### config.mk
export PLATFORM = sky130hd
export DESIGN_NAME = block_chooser_n
export DESIGN_NICKNAME = d
export VERILOG_FILES = /design/src/rtl/block_chooser_n.sv
export SDC_FILE = /design/constraint.sdc
export NUM_CORES = 1
export LEC_CHECK = 0
export CORE_MARGIN = 2
export CORE_UTILIZATION = 23
export CTS_BUF_LIST = sky130_fd_sc_hd__clkbuf_4 sky130_fd_sc_hd__clkbuf_8
export DETAILED_ROUTE_END_ITERATION = 16
export PLACE_DENSITY = 0.49
export SLEW_MARGIN = 10
export SYNTH_ARGS = -nofsm -noshare
export SYNTH_HDL_FRONTEND = slang
export SYNTH_SLANG_ARGS = --single-unit
### constraint.sdc
create_clock -name CKT -period 2.61 [get_ports CKT]
set_input_delay 0.6525 -clock CKT [delete_from_list [all_inputs] [get_ports CKT]]
set_output_delay 0.6525 -clock CKT [all_outputs]
set_load 0.03 [all_outputs]
### src/rtl/block_chooser_n.sv
// block_chooser_n: parking-route block chooser.
// Watches one request button per parking block. A new press on a block with a
// free slot starts guidance to that block. Guidance ends on a car-parked event,
// on a timeout, or when the target block loses its free slot.
//
// Ports:
//   CKT        clock; all state changes on its rising edge
//   RST        asynchronous active-high reset
//   btn        [NBLK] level request buttons, already synchronous to CKT
//   free       [NBLK] slot-available mask, bit i high = block i has a free slot
//   park_ev    car-parked event, sampled as a level
//   blk        [IDXW] block index shown on the route display
//   guide_vld  high while guiding a car to blk
//   parked     one-cycle pulse when guidance completes
//   timeout    one-cycle pulse when guidance is abandoned on timeout
//   err_full   one-cycle pulse on a press for a full block, or on slot loss
module block_chooser_n #(
  parameter int unsigned NBLK     = 8,
  parameter int unsigned IDXW     = 3,
  parameter int unsigned IDLE_BLK = NBLK - 1,
  parameter int unsigned TMO      = 255
) (
  input  logic            CKT,
  input  logic            RST,
  input  logic [NBLK-1:0] btn,
  input  logic [NBLK-1:0] free,
  input  logic            park_ev,
  output logic [IDXW-1:0] blk,
  output logic            guide_vld,
  output logic            parked,
  output logic            timeout,
  output logic            err_full
);

  localparam int unsigned CNTW = $clog2(TMO + 1);
  localparam logic [IDXW-1:0] IdleIdx = IDXW'(IDLE_BLK);
  localparam logic [CNTW-1:0] CntLast = CNTW'(TMO - 1);
  localparam logic [CNTW-1:0] CntMax  = {CNTW{1'b1}};

  typedef enum logic [1:0] {StIdle, StGuide, StDone} state_e;

  state_e          state_q;
  logic [NBLK-1:0] btn_q;
  logic [CNTW-1:0] cnt_q;

  logic [NBLK-1:0] press;
  logic [NBLK-1:0] vpress;
  logic            any_valid;
  logic            any_reject;
  logic [IDXW-1:0] win_idx;
  logic            slot_lost;

  // Rising-edge press detect and highest-index arbitration among valid presses.
  always_comb begin
    press      = btn & ~btn_q;
    vpress     = press & free;
    any_valid  = |vpress;
    any_reject = |(press & ~free);
    win_idx    = '0;
    for (int i = 0; i < NBLK; i++) begin
      if (vpress[i]) win_idx = IDXW'(i);
    end
  end

  // While guiding, blk holds the target block.
  assign slot_lost = ~free[blk];

  always_ff @(posedge CKT or posedge RST) begin
    if (RST) begin
      state_q   <= StIdle;
      btn_q     <= '0;
      cnt_q     <= '0;
      blk       <= IdleIdx;
      guide_vld <= 1'b0;
      parked    <= 1'b0;
      timeout   <= 1'b0;
      err_full  <= 1'b0;
    end else begin
      btn_q    <= btn;
      parked   <= 1'b0;
      timeout  <= 1'b0;
      err_full <= 1'b0;
      case (state_q)
        StIdle: begin
          if (any_valid) begin
            state_q   <= StGuide;
            blk       <= win_idx;
            guide_vld <= 1'b1;
            cnt_q     <= '0;
          end else if (any_reject) begin
            err_full <= 1'b1;
          end
        end
        StGuide: begin
          if (park_ev) begin
            // Completion outranks any same-cycle press, slot loss or timeout.
            state_q   <= StDone;
            parked    <= 1'b1;
            guide_vld <= 1'b0;
            blk       <= IdleIdx;
          end else if (any_valid) begin
            blk   <= win_idx;
            cnt_q <= '0;
          end else if (slot_lost) begin
            state_q   <= StIdle;
            err_full  <= 1'b1;
            guide_vld <= 1'b0;
            blk       <= IdleIdx;
          end else begin
            if (any_reject) err_full <= 1'b1;
            if (cnt_q == CntLast) begin
              state_q   <= StIdle;
              timeout   <= 1'b1;
              guide_vld <= 1'b0;
              blk       <= IdleIdx;
            end else if (cnt_q != CntMax) begin
              cnt_q <= cnt_q + CNTW'(1);
            end
          end
        end
        StDone: begin
          // Presses here are dropped; btn_q still tracks so they never re-fire.
          state_q <= StIdle;
        end
        default: begin
          state_q   <= StIdle;
          guide_vld <= 1'b0;
          blk       <= IdleIdx;
        end
      endcase
    end
  end

endmodule

# Word level (Yosys, flattened, before mapping)
# Cells that the tools add are included.
# word_totals
word_cells,83
in_bits,19
register_bits,25
out_inout_bits,7
# op_classes
n_bitwise,6
n_reduce_logical,8
order_cmp,1
n_eq_ne,12
mux,47
add_sub_neg,1
# ops
cell,count
$mux 8,6
$mux 3,11
$and 8x8->8,3
$mux 1,19
$not 8->8,2
$pmux 8 s2,1
$reduce_or 8->1,2
$ne 3x3->1 const B,4
$mux 2,5
$pmux 3 s3,1
$add 8x1->8 const B,1
$eq 8x8->1 const B,1
$ne 8x8->1 const B,1
$reduce_and 3->1,2
$reduce_and 6->1,1
$ne 5x5->1 const B,1
$lt 3x4->1 const B,1
$ne 2x2->1 const B,2
$ne 4x4->1 const B,1
$pmux 2 s2,1
$reduce_and 4->1,1
$bmux 1 s3,1
$pmux 1 s3,1
$eq 2x1->1 const B,1
5 further kinds,5

# Depth between registers and ports, before layout
# depth
word_depth,13
mapped_depth,7
depth_no_buf,6

# Worst setup path after synthesis
# No wires, ideal clock.
# synth_timing
kind,flip-flop to flip-flop
startpoint,reg blk[2]
endpoint,reg cnt_q[0]
setup_slack_ps,387
path_buffers,0
t_arrival_ps,2095
synth_period_minus_slack_ps,2223
setup_time_ps,127
path_stages_with_launch,6
t_required_ps,2483
cell_sequence,dfstp_2 > mux4_1 > mux2i_2 > nand4b_4 > and2_1 > mux2_1
# synth_between
elab_chain_cells,4
# synth_lines
item,line,rtl
from (decl),28,"output logic [IDXW-1:0] blk,"
from (signal assigned),73,blk <= IdleIdx;
from (signal assigned),87,blk <= win_idx;
from (signal assigned),100,blk <= IdleIdx;
$bmux 1 s3,66,assign slot_lost = ~free[blk];
$mux 1 (not written as such),66,
$ne 3x3->1 (no line),-,
$reduce_and 6->1 (no line),-,
to (signal assigned),117,cnt_q <= cnt_q + CNTW'(1);
to (decl),44,logic [CNTW-1:0] cnt_q;
# No other way between the ends. The select of a mux whose other input is x is not followed.
# A chain may end at the register's enable or synchronous reset.

# Worst setup path in the final report
# layout_timing
startpoint,in free[0]
endpoint,reg blk[0]
# layout_between
elab_chain_cells,6
word_cells_on_any_way,11
cone_classes,eq/ne (2); mux (6); bitwise (1); reduce/logical (2)
# layout_lines
item,line,rtl
from (decl),26,"input logic [NBLK-1:0] free,"
$bmux 1 s3,66,
$mux 1 (not written as such),66,
$mux 3,104,end else if (slot_lost) begin
$mux 3,101,end else if (any_valid) begin
$mux 3,95,if (park_ev) begin
$pmux 3 s3,83,case (state_q)
to (signal assigned),87,
to (signal assigned),100,
to (signal assigned),102,blk <= win_idx;
# Several ways; a longest one is shown, not always the timed one. The select of a mux whose other input is x is not followed.

==> impl_metrics.tcl <==
set metrics [dict create \
    cp_num_cells 7 \
    min_period_ns 2.34 \
    synth_area_um2 1370 \
    regArea_um2 629 \
    die_h_um 81.1 \
    ys_warn_count 0 \
    async_reset_ff_share_pct 100 \
    seq_area_frac_synth_pct 46.1 \
    clock_skew_ns 0.00424 \
    synth-edff-count 0 \
    placed_cell_area_um2 1790 \
    fin_setup_tns_ns 0 \
    syn_nets 144 \
    cp.arrival_ns 2.54 \
    final_cell_count_no_fill 237 \
    track_usage_pct 11.3 \
    viasPerCell 4.86 \
    nFillCells 645 \
    overflow 0 \
    core_um2 5820 \
    grt_max_degree 26 \
    fin_nets 184 \
    place_congestion 0.753 \
    worst_slew_pin_slew_ns 0.396 \
    rsz0062_at_grt "false" \
    avgSynthCellArea_um2 11.1 \
    syn_inst 123 \
    initial_core_util_pct 23.5 \
    cts-htree-levels 1 \
    hpwl_um 2490 \
    drv_cap 0 \
    clock_latency_ns 0.27 \
    ys_ff_latch 25 \
    drt_iter0_drc 37 \
    place_inst 233 \
    end_kind "flip-flop" \
    worstSetupPathType "input port to flip-flop" \
    num_rows 28 \
    clock-sinks 25 \
    slew_viol_final 0 \
    holdCritPathClass "flip-flop to flip-flop" \
    setup_viol 0 \
    synth_flop_cell "dfrtp_1" \
    final_hold_viol_count 0 \
    cp_slowest_cell "mux4_1" \
    crit_path_max_fanout 3 \
    synth_cell_types 43 \
    multi_input_area_um2 703 \
    drive_above_1_share_pct 15.4 \
    drc 0 \
    cp.buffers_inverters 2 \
    finalInstanceArea_um2 1840 \
    areaGrowthSynthToFinish_pct 34.5 \
    clock-root-buffer "clkbuf_8" \
    status "finished clean" \
    wl_per_cell_um 13.5 \
    clkTransAtPathRegs_ns 0.09 \
    critical-path-max-stage-delay_ns 0.51 \
    crit_family "multiplexers" \
    cts_setup_buffers 0 \
    final_common_cell "clkdlybuf4s50_1" \
    clockBufferDepth 2 \
    start_kind "input port" \
    grt_pass1_wl_um 5700 \
    antenna_cells 0 \
    path_cells "clkdlybuf4s50_1, mux4_1, mux2i_2, buf_4, o41ai_1, o21ai_1, mux2_1" \
    fin_crit_sh_pct 89.8 \
    dieWidth_um 81.1 \
    io_buffers 25 \
    p_total_mw 1.42 \
    cts_tree "yes" \
    ant_nets 0 \
    drt-total-wl_um 3210 \
    fmax_mhz 427 \
    boundaryPins 26 \
    numCtsBuffers 3 \
    cts_resized 0 \
    dieArea_um2 6570 \
    reg2reg_depth 6 \
    utilization_pct 31.6 \
    antenna_found_initial 0 \
    p_leak_nw 0.756 \
    peakVddDrop_uv 443 \
    min_delay_path_depth 1 \
    relSlewSlack_pct 73.6 \
    holdBufCountCts 0 \
    final_cell_mix "clkdlybuf4s50_1 (25), dfrtp_1 (22), buf_4 (13)" \
    pwr_density_cell_nw_per_um2 771 \
    drt_pre_antenna_iters 4 \
    grt_pass1_vias 1203 \
    crit_required_ns 2.81 \
    vias 1153 \
]
worst register-to-register path, delay by kind of cell (launching register included):
family | cells | cell delay (ns)
AOI/OAI and AO/OA | 2 | 0.24
DFF | 1 | 0.58
buffers and inverters | 1 | 0.14
muxes | 3 | 1.12
flip-flops by register name, summed over array words and instances (netlist names):
name / count
blk: 3
timeout: 1
parked: 1
cnt_q: 8
guide_vld: 1
err_full: 1
btn_q: 8
state_q: 2
layer usage:
layer	vias up	GRT usage [%]	part of all wire [%]
met2	30	19.3	50
li1	553	-	-
met3	6	3.33	4.7
met1	564	14.1	44
met5	-	0	0
met4	0	2.37	1.4
report_power, final:
part / internal [mW] / total, mW / switching (mW)
Combinational: 0.311 / 0.612 / 0.301
Sequential: 0.471 / 0.559 / 0.0886
Clock: 0.120 / 0.245 / 0.125
Total: 0.901 / 1.42 / 0.515
final cells by class:
type / count / share of cell area, %
inverters: 4 / 0.817
flip-flops and latches: 25 / 34.2
repair buffers: 38 / 18.9
clock buffers: 4 / 2.65
multi-input cells: 91 / 38.3
well taps: 75 / 5.11
Yosys cell counts (2+ instances only):
library cell,count,area share (%)
dfrtp_1,22,40
nand2_1,11,3.0
nand3b_1,9,4.9
nor3b_1,8,4.4
o211ai_1,6,3.3
or4b_1,5,3.7
and2_1,4,1.8
inv_1,4,1.1
mux2_1,4,3.3
nand3_1,4,1.5
o21ai_0,4,1.5
dfstp_2,3,5.8
nand4_1,3,1.4
a211o_1,2,1.3
and4_1,2,1.3
clkbuf_1,2,0.55
ha_1,2,1.8
nand2b_1,2,0.92
nor4_1,2,0.92
path summary, 6_finish.rpt:
check / start / to / slack [ns]
max: free[0] / blk[0] / 0.27
min: guide_vld / guide_vld / 0.49
max reg2reg: blk[2] / blk[0] / 0.45
min reg2reg: guide_vld / guide_vld / 0.49
max in group asynchronous: RST / blk[0] / 1.59
min in group asynchronous: RST / err_full / 0.73
stage by stage:
step	setup WS, ns	hold slack [ns]
floorplan	0.387	0.490
global placement	0.00543	0.478
detailed placement	-0.0274	0.474
CTS	0.253	0.495
global route	0.133	0.534
finish	0.266	0.485
cell families after synthesis:
family / count (synthesis) / synth area share (%)
flip-flops: 25 / 46.1
adder cells (fa/ha/maj): 2 / 1.83
buffers and inverters: 7 / 2.47
AND/OR/NAND/NOR: 58 / 28.8
AO/OA/AOI/OAI: 24 / 12.9
multiplexers: 7 / 7.88
(Power assumes the default switching activity.)
